[src/rtl/instr_encoder_loader.sv]
// ============================================================================
// Module   : instr_encoder_loader
// Purpose  : Packs decoded instruction fields into 8-bit words, buffers them
//            and writes them sequentially into instruction memory.
// Revision : 1.0 - initial release
// ============================================================================
`default_nettype none
`timescale 1ns/1ps

module instr_encoder_loader #(
    parameter int ADDR_W     = 4,
    parameter int FIFO_DEPTH = 4
) (
    input  logic              clk,
    input  logic              rst_n,
    input  logic              i_start,
    input  logic              i_in_valid,
    output logic              o_in_ready,
    input  logic [3:0]        i_in_opcode,
    input  logic [1:0]        i_in_ra1,
    input  logic [1:0]        i_in_ra2,
    input  logic              i_in_last,
    output logic              o_imem_wr_en,
    input  logic              i_imem_ready,
    output logic [ADDR_W-1:0] o_imem_addr,
    output logic [7:0]        o_imem_wdata,
    output logic              o_busy,
    output logic              o_done,
    output logic              o_err_illegal,
    output logic              o_mem_full,
    output logic [ADDR_W:0]   o_count
);

    localparam int c_PTR_W = $clog2(FIFO_DEPTH);
    localparam int c_OCC_W = c_PTR_W + 1;
    localparam int c_TOT_W = ADDR_W + 2;

    localparam logic [c_TOT_W-1:0] c_CAP      = {2'b01, {ADDR_W{1'b0}}};
    localparam logic [c_TOT_W-1:0] c_CAP_M1   = {2'b00, {ADDR_W{1'b1}}};
    localparam logic [c_OCC_W-1:0] c_OCC_FULL = c_OCC_W'(FIFO_DEPTH);
    localparam logic [c_PTR_W-1:0] c_PTR_ONE  = c_PTR_W'(1);
    localparam logic [ADDR_W-1:0]  c_ADDR_ONE = ADDR_W'(1);
    localparam logic [ADDR_W:0]    c_CNT_ONE  = (ADDR_W+1)'(1);

    typedef enum logic [1:0] {
        S_IDLE  = 2'd0,
        S_LOAD  = 2'd1,
        S_FLUSH = 2'd2,
        S_DONE  = 2'd3
    } state_t;

    state_t              r_state;
    logic                r_busy;
    logic                r_done;
    logic                r_err;
    logic                r_full;

    logic [7:0]          r_mem [FIFO_DEPTH];
    logic [c_PTR_W-1:0]  r_wptr;
    logic [c_PTR_W-1:0]  r_rptr;
    logic [c_OCC_W-1:0]  r_occ;

    logic                r_wr_en;
    logic [ADDR_W-1:0]   r_addr;
    logic [7:0]          r_wdata;
    logic [ADDR_W:0]     r_count;

    logic                w_illegal;
    logic                w_no_ra1;
    logic [7:0]          w_packed;
    logic [c_TOT_W-1:0]  w_total;
    logic                w_in_ready;
    logic                w_hs;
    logic                w_push;
    logic                w_pop;
    logic                w_accept;
    logic                w_cap_hit;

    // 0110/0111 are illegal; 1000-1011 and 1110-1111 ignore reg_addr1.
    assign w_illegal = (i_in_opcode[3:1] == 3'b011);
    assign w_no_ra1  = i_in_opcode[3] && (i_in_opcode[3:1] != 3'b110);
    assign w_packed  = {i_in_opcode, (w_no_ra1 ? 2'b00 : i_in_ra1), i_in_ra2};

    // Words committed, buffered or in flight: the total promised to memory.
    assign w_total    = c_TOT_W'(r_count) + c_TOT_W'(r_occ) + c_TOT_W'(r_wr_en);
    assign w_in_ready = (r_state == S_LOAD) && (r_occ != c_OCC_FULL) && (w_total < c_CAP);
    assign w_hs       = i_in_valid && w_in_ready;
    assign w_push     = w_hs && !w_illegal;
    assign w_accept   = r_wr_en && i_imem_ready;
    assign w_pop      = (r_occ != '0) && (!r_wr_en || i_imem_ready);
    assign w_cap_hit  = w_push && (w_total == c_CAP_M1);

    always_ff @(posedge clk) begin
        if (w_push) begin
            r_mem[r_wptr] <= w_packed;
        end
    end

    always_ff @(posedge clk or negedge rst_n) begin
        if (!rst_n) begin
            r_wptr <= '0;
            r_rptr <= '0;
            r_occ  <= '0;
        end else begin
            if (w_push) begin
                r_wptr <= r_wptr + c_PTR_ONE;
            end
            if (w_pop) begin
                r_rptr <= r_rptr + c_PTR_ONE;
            end
            r_occ <= r_occ + c_OCC_W'(w_push) - c_OCC_W'(w_pop);
        end
    end

    // Address points at the word being (or next to be) written and
    // saturates at the last location instead of wrapping.
    always_ff @(posedge clk or negedge rst_n) begin
        if (!rst_n) begin
            r_wr_en <= 1'b0;
            r_addr  <= '0;
            r_wdata <= '0;
            r_count <= '0;
        end else if ((r_state == S_IDLE) && i_start) begin
            r_count <= '0;
            r_addr  <= '0;
        end else begin
            if (w_accept) begin
                r_count <= r_count + c_CNT_ONE;
                if (r_addr != '1) begin
                    r_addr <= r_addr + c_ADDR_ONE;
                end
            end
            if (w_pop) begin
                r_wr_en <= 1'b1;
                r_wdata <= r_mem[r_rptr];
            end else if (w_accept) begin
                r_wr_en <= 1'b0;
            end
        end
    end

    always_ff @(posedge clk or negedge rst_n) begin
        if (!rst_n) begin
            r_state <= S_IDLE;
            r_busy  <= 1'b0;
            r_done  <= 1'b0;
            r_err   <= 1'b0;
            r_full  <= 1'b0;
        end else begin
            case (r_state)
                S_IDLE: begin
                    if (i_start) begin
                        r_state <= S_LOAD;
                        r_busy  <= 1'b1;
                        r_err   <= 1'b0;
                        r_full  <= 1'b0;
                    end
                end
                S_LOAD: begin
                    if (w_hs) begin
                        if (w_illegal) begin
                            r_err <= 1'b1;
                        end
                        if (w_cap_hit) begin
                            r_full <= 1'b1;
                        end
                        if (i_in_last || w_cap_hit) begin
                            r_state <= S_FLUSH;
                        end
                    end
                end
                S_FLUSH: begin
                    if ((r_occ == '0) && !r_wr_en) begin
                        r_state <= S_DONE;
                        r_busy  <= 1'b0;
                        r_done  <= 1'b1;
                    end
                end
                default: begin
                    r_state <= S_IDLE;
                    r_done  <= 1'b0;
                end
            endcase
        end
    end

    assign o_in_ready    = w_in_ready;
    assign o_imem_wr_en  = r_wr_en;
    assign o_imem_addr   = r_addr;
    assign o_imem_wdata  = r_wdata;
    assign o_busy        = r_busy;
    assign o_done        = r_done;
    assign o_err_illegal = r_err;
    assign o_mem_full    = r_full;
    assign o_count       = r_count;

endmodule

`default_nettype wire

[config.mk]
export PLATFORM = sky130hd
export DESIGN_NAME = instr_encoder_loader
export DESIGN_NICKNAME = d
export VERILOG_FILES = /design/src/rtl/instr_encoder_loader.sv
export SDC_FILE = /design/constraint.sdc
export NUM_CORES = 1
export LEC_CHECK = 0
export BUFFER_PORTS_ARGS = -buffer_cell sky130_fd_sc_hd__buf_2
export CAP_MARGIN = 20
export CORE_UTILIZATION = 52
export DETAILED_ROUTE_END_ITERATION = 10
export PLACE_DENSITY = 0.72
export SLEW_MARGIN = 30
export SYNTH_ARGS = -nofsm -noshare
export SYNTH_HDL_FRONTEND = slang
export SYNTH_SLANG_ARGS = --single-unit
[constraint.sdc]
create_clock -name clk -period 4.1 [get_ports clk]
set_input_delay 0 -clock clk [delete_from_list [all_inputs] [get_ports clk]]
set_output_delay 0 -clock clk [all_outputs]
set_load 0.1 [all_outputs]
# After elaboration in Yosys (flattened, before gate mapping)
# Memories as Yosys holds them, arrays and structs flattened. A register that Yosys moved wholly into a read port is not among the register bits.
# Index checks and enable logic that the tools add are counted.
[classes]
muxes = 27
bitwise = 2
reduce_logical = 32
n_addsub = 8
magnitude_cmp = 1
eq_ne = 13
[ops]
columns = ["operator", "count"]
rows = [
  ["1-bit 2-to-1 mux", 12],
  ["4-bit 2-to-1 mux", 3],
  ["4-bit AND reduction", 3],
  ["1-bit logical AND", 10],
  ["2-bit 2-to-1 mux", 5],
  ["5-bit 2-to-1 mux", 2],
  ["2-bit inequality test, second input constant", 5],
  ["2-bit nonzero test", 5],
  ["1-bit case mux with 2 select lines", 4],
  ["2-bit AND reduction", 4],
  ["5-bit by 3-bit adder with 6-bit output", 1],
  ["6-bit by 1-bit adder with 6-bit output", 1],
  ["6-bit by 4-bit equality test with 1-bit output, second input constant", 1],
  ["6-bit by 5-bit less-than comparator with 1-bit output, second input constant", 1],
  ["3-bit inequality test, second input constant", 2],
  ["2-bit case mux with 3 select lines", 1],
  ["5-bit by 1-bit adder with 5-bit output, second input constant", 1],
  ["2-bit by 1-bit adder with 2-bit output, second input constant", 2],
  ["4-bit by 1-bit adder with 4-bit output, second input constant", 1],
  ["4-bit inequality test, second input constant", 1],
  ["3-bit by 1-bit adder with 3-bit output", 1],
  ["3-bit by 2-bit equality test with 1-bit output, second input constant", 1],
  ["1-bit logical NOT", 3],
  ["3-bit logical NOT", 1],
  ["10 further kinds", 12],
]
[totals]
n_memories = 1
ramBits = 32
elab_cells = 95
input_bits = 14
regBits = 23
[memory_table]
columns = ["memory", "depth", "width", "read_ports", "rd_clocked_by_memory_dff", "write_ports", "line_no", "text"]
rows = [
  ["r_mem", 4, 8, 1, 1, 1, "58", "logic [7:0] r_mem [FIFO_DEPTH];"],
]

# Logic depth before layout (Yosys ltp)
[depth]
word_depth = 11
ltp_mapped = 15
ltp_nobuf = 15

# Least setup slack after synthesis
# Ideal clock, no wire load.
[synth_timing]
path_type = "register to register"
start = "register r_wr_en, in the netlist o_imem_wr_en"
end = "register r_occ[2]"
path_stages_with_launch = 16
path_buffers = 0
setup_time_ns = 0.128
path_slack_ns = -0.981
arrival_ns = 4.953
path_cell_list = "dfrtp_1 fa_1 inv_1 fa_1 nand2b_1 or4_4 a21oi_2 and2_4 inv_1 ha_1 inv_1 ha_1 inv_1 fa_1 xnor2_1 xnor2_1"
[synth_via]
elab_chain_cells = 7
word_cells_on_any_way = 10
[synth_rtl]
columns = ["item", "line_no", "text"]
rows = [
  ["from (decl)", "63", "logic r_wr_en;"],
  ["from (signal assigned)", "119", "r_wr_en <= 1'b0;"],
  ["from (signal assigned)", "134", "r_wr_en <= 1'b1;"],
  ["from (signal assigned)", "137", "r_wr_en <= 1'b0;"],
  ["6-bit by 1-bit adder with 6-bit output", "85", "assign w_total = c_TOT_W'(r_count) + c_TOT_W'(r_occ) + c_TOT_W'(r_wr_en);"],
  ["6-bit by 5-bit less-than comparator with 1-bit output", "86", "assign w_in_ready = (r_state == S_LOAD) && (r_occ != c_OCC_FULL) && (w_total < c_CAP);"],
  ["1-bit logical AND", "86", ""],
  ["net o_in_ready", "18", "output logic o_in_ready,"],
  ["1-bit logical AND", "87", "assign w_hs = i_in_valid && w_in_ready;"],
  ["1-bit logical AND", "88", "assign w_push = w_hs && !w_illegal;"],
  ["3-bit by 1-bit adder with 3-bit output", "111", "r_occ <= r_occ + c_OCC_W'(w_push) - c_OCC_W'(w_pop);"],
  ["3-bit by 1-bit subtractor with 3-bit output", "111", ""],
  ["to (signal assigned)", "111", ""],
  ["to (decl)", "61", "logic [c_OCC_W-1:0] r_occ;"],
]
# The timed path passes the listed nets, and every way through them passes these cells.
# A chain may end at the register's enable or synchronous reset.

# Final worst setup path
[layout_timing]
start = "register r_occ[0]"
end = "register r_occ[2]"
[layout_via]
elab_chain_cells = 8
word_cells_on_any_way = 12
[layout_rtl]
columns = ["item", "line_no"]
rows = [
  ["5-bit by 3-bit adder with 6-bit output", "85"],
  ["6-bit by 1-bit adder with 6-bit output", "85"],
  ["6-bit by 5-bit less-than comparator with 1-bit output", "86"],
  ["1-bit logical AND", "86"],
  ["1-bit logical AND", "87"],
  ["1-bit logical AND", "88"],
  ["3-bit by 1-bit adder with 3-bit output", "111"],
  ["3-bit by 1-bit subtractor with 3-bit output (*)", "111"],
]
# Mark *: on every way between the ends. The rest lies on a longest branch, timed or not.

==> results.md <==
- Synthesis Warnings: 0
- Crit path max-delay family: adder cells
- Critical path type: reg2reg
- CP Buf/Inv Count: 4
- Number of remaining DRC errors: 0
- Commonest non-fill, non-tap cell in the layout: buf_2
- Dpl cells: approximately 310
- CP most frequent cell: inv_2
- CTS tree: yes
- Worst Hold Class: in2reg
- Port Buffers: 36
- Die area: roughly 5900 sq um
- Initial Util: between 50% and 60%
- H-tree depth: 3
- DR WL/cell: around 16 um
- Clk Tree Root Cell: clkbuf_8
- Most frequent cells in the layout: 36 x buf_2, 32 x edfxtp_1, 28 x dfrtp_1, 16 x nor2_1, 14 x inv_1
- Setup Total Neg Slack: 0 ns
- Yosys top cell area share: between 30% and 40%
- DRT Pass-1 Iters: 4
- Unrepaired setup endpoints after global routing: no
- Leading area contributor after synthesis: edfxtp_1
- Number of global-route vias before repair: approximately 1800
- Setup Skew: between 0.007 and 0.008 ns
- Die Wd: between 70 and 80 um
- PostCTS Resize Cnt: 0
- Max cap viols: 0
- Core area: 5270 sq um
- Main synth FF type: edfxtp_1
- DP HPWL: 3610 um
- CP Cell Sequence: fa_2, inv_2, fa_2, nand2b_4, or4_4, a21oi_4, and2_4, inv_2, ha_4, inv_2, ha_4, inv_2, fa_2, xnor2_2, xnor2_1
- Post-Syn Area: 2920 sq um
- I/O pin cnt: 37
- Count of cell types in the netlist: 39
- Share of cells above drive strength 1: between 30% and 40%
- Syn nets: around 240
- Crit-path slowest cell: or4_4
- TritonCTS Sinks: 63
- Area growth from synthesis to layout: 19.6%
- Filler cells: around 420
- Pin count of the biggest net entering global routing: 32
- Clock Latency Late Sink: 0.33 ns
- Fmax: between 200 and 300 MHz
- Slew HR: between 50% and 60%
- Syn Area/Cell: 13.7 sq um
- Die height: between 70 and 80 um
- Final setup fails: 0
- Outcome: complete, no violations
- Total grt overflow: 0
- Detailed Route Iter0 Violations: between 100 and 150
- Sequential-to-total area share from yosys stat: around three fifths
- GRT Total Usage: around 21%
- Ys async rst share: roughly 49%
- Ant. Diodes: 0
- EDFF count, synth: 32
- Drt total wl: 5270 um
- CP arrival: 3.72 ns
- Placement row count: 26
- Slew Limit Fails: 0
- Period utilization: a little under nine tenths
- Post-CTS Setup Bufs: 0
- Worst-Margin Slew: 0.716 ns
- Crit path launch type: register
- Final hold vios: 0
- Clk buf depth: 2
- Worst Path Max Fanout: 8
- Routability cong.: 0.771
- CP Data Required Time: 4.31 ns
- CP endpoint kind: register
- Gate Count Post-Synth: 213
- First-pass GRT wire length: around 9100 um
- Top cells by area, synth: edfxtp_1 33%, dfrtp_1 27%, mux4_2 6.2%
- Initial antenna violation count: 0
- Clock-pin slew on the worst setup and hold paths: approximately 0.07 ns
- Number of buffers created by CTS: 9
- Drt via density: between 5 and 6
- Synth Register Bits: between 60 and 70
- Final Critical Period: 3.51 ns
- Vias: ~1800
- Detail Route Antenna Nets: 0
- Final nets: between 200 and 300
- Layout Cells excl Fill: 337
- CP peak stage delay: between 0.5 and 0.6 ns
[cells by family (layout without fill, tap and decap cells)]
kind of cell / Yosys count / count (layout) / synth area share (%)
buffers and inverters: 23 / 77 / 3.00
and+or+nand+nor: 55 / 55 / 9.78
AOI/OAI and AO/OA: 23 / 23 / 5.23
muxes: 20 / 20 / 10.8
adders and majority gates: 17 / 17 / 8.06
DFF: 63 / 63 / 59.5
xor gates and xnor gates: 12 / 12 / 3.60
[sequential cells by signal, summed over array words and instances, names as in the netlist]
name	count
o_busy	1
o_count	5
o_done	1
o_err_illegal	1
o_imem_addr	4
o_imem_wdata	8
o_imem_wr_en	1
o_mem_full	1
r_mem	32
r_occ	3
r_rptr	2
r_state	2
r_wptr	2
[stage by stage]
step           area (sq um)  worst slack [ns]  util, %  hold slack [ns]
6_report               3490             0.594     66.2           0.0269
2_1_floorplan          2980           0.00430        -           -0.296
5_1_grt                3490             0.451     66.2           0.0412
3_3_place_gp           3230             0.690     61.3           0.0979
4_1_cts                3490             0.599     66.2           0.0208
3_5_place_dp           3230             0.608     61.3            0.107
[layer usage]
| layer | vias up | wire, um | track usage (%) |
|---|---|---|---|
| li1 | 857 | - | - |
| met1 | 861 | 2480 | 29.1 |
| met2 | 50 | 2420 | 31.3 |
| met3 | 10 | 259 | 3.93 |
| met4 | 0 | 110 | 9.81 |
| met5 | - | 0 | 0 |
[final cells by class]
class | count | area (sq um) | area share (%)
flip-flops and latches | 63 | 1750 | 50.0
multi-input cells | 127 | 1150 | 32.9
repair buffers | 43 | 250 | 7.17
inverters | 18 | 67.6 | 1.94
clock inverters | 6 | 61.3 | 1.76
clock buffers | 10 | 128 | 3.66
well taps | 70 | 87.6 | 2.51
[synth_stat cells, drive strengths merged (5+ instances only)]
library cell / count
edfxtp: 32
dfrtp: 31
inv: 18
nor2: 16
ha: 14
nand2: 12
a21oi: 9
mux2: 9
mux4: 8
and2: 7
xnor2: 7
xor2: 5
[final timing paths]
kind,cells after the start,end,startpoint,slack [ns]
max,15,r_occ[2]$_DFF_PN0_,r_occ[0]$_DFF_PN0_,0.59
min,2,r_mem[0][3]$_DFFE_PP_,i_in_ra1[1],0.03
max reg2reg,15,r_occ[2]$_DFF_PN0_,r_occ[0]$_DFF_PN0_,0.59
min reg2reg,1,o_imem_wdata[5]$_DFFE_PN0P_,o_imem_wdata[5]$_DFFE_PN0P_,0.50
max in group asynchronous,2,o_count[0]$_DFFE_PN0P_,rst_n,3.31
min in group asynchronous,2,o_imem_wdata[4]$_DFFE_PN0P_,rst_n,0.25
[repair_timing]
action	CTS	global route
setup endpoints to repair	0	0
hold buffers	7	0
hold endpoints to repair	55	0
Power is not shown: default switching activity piles up to over one toggle a cycle in this logic, so the estimate is an artifact.
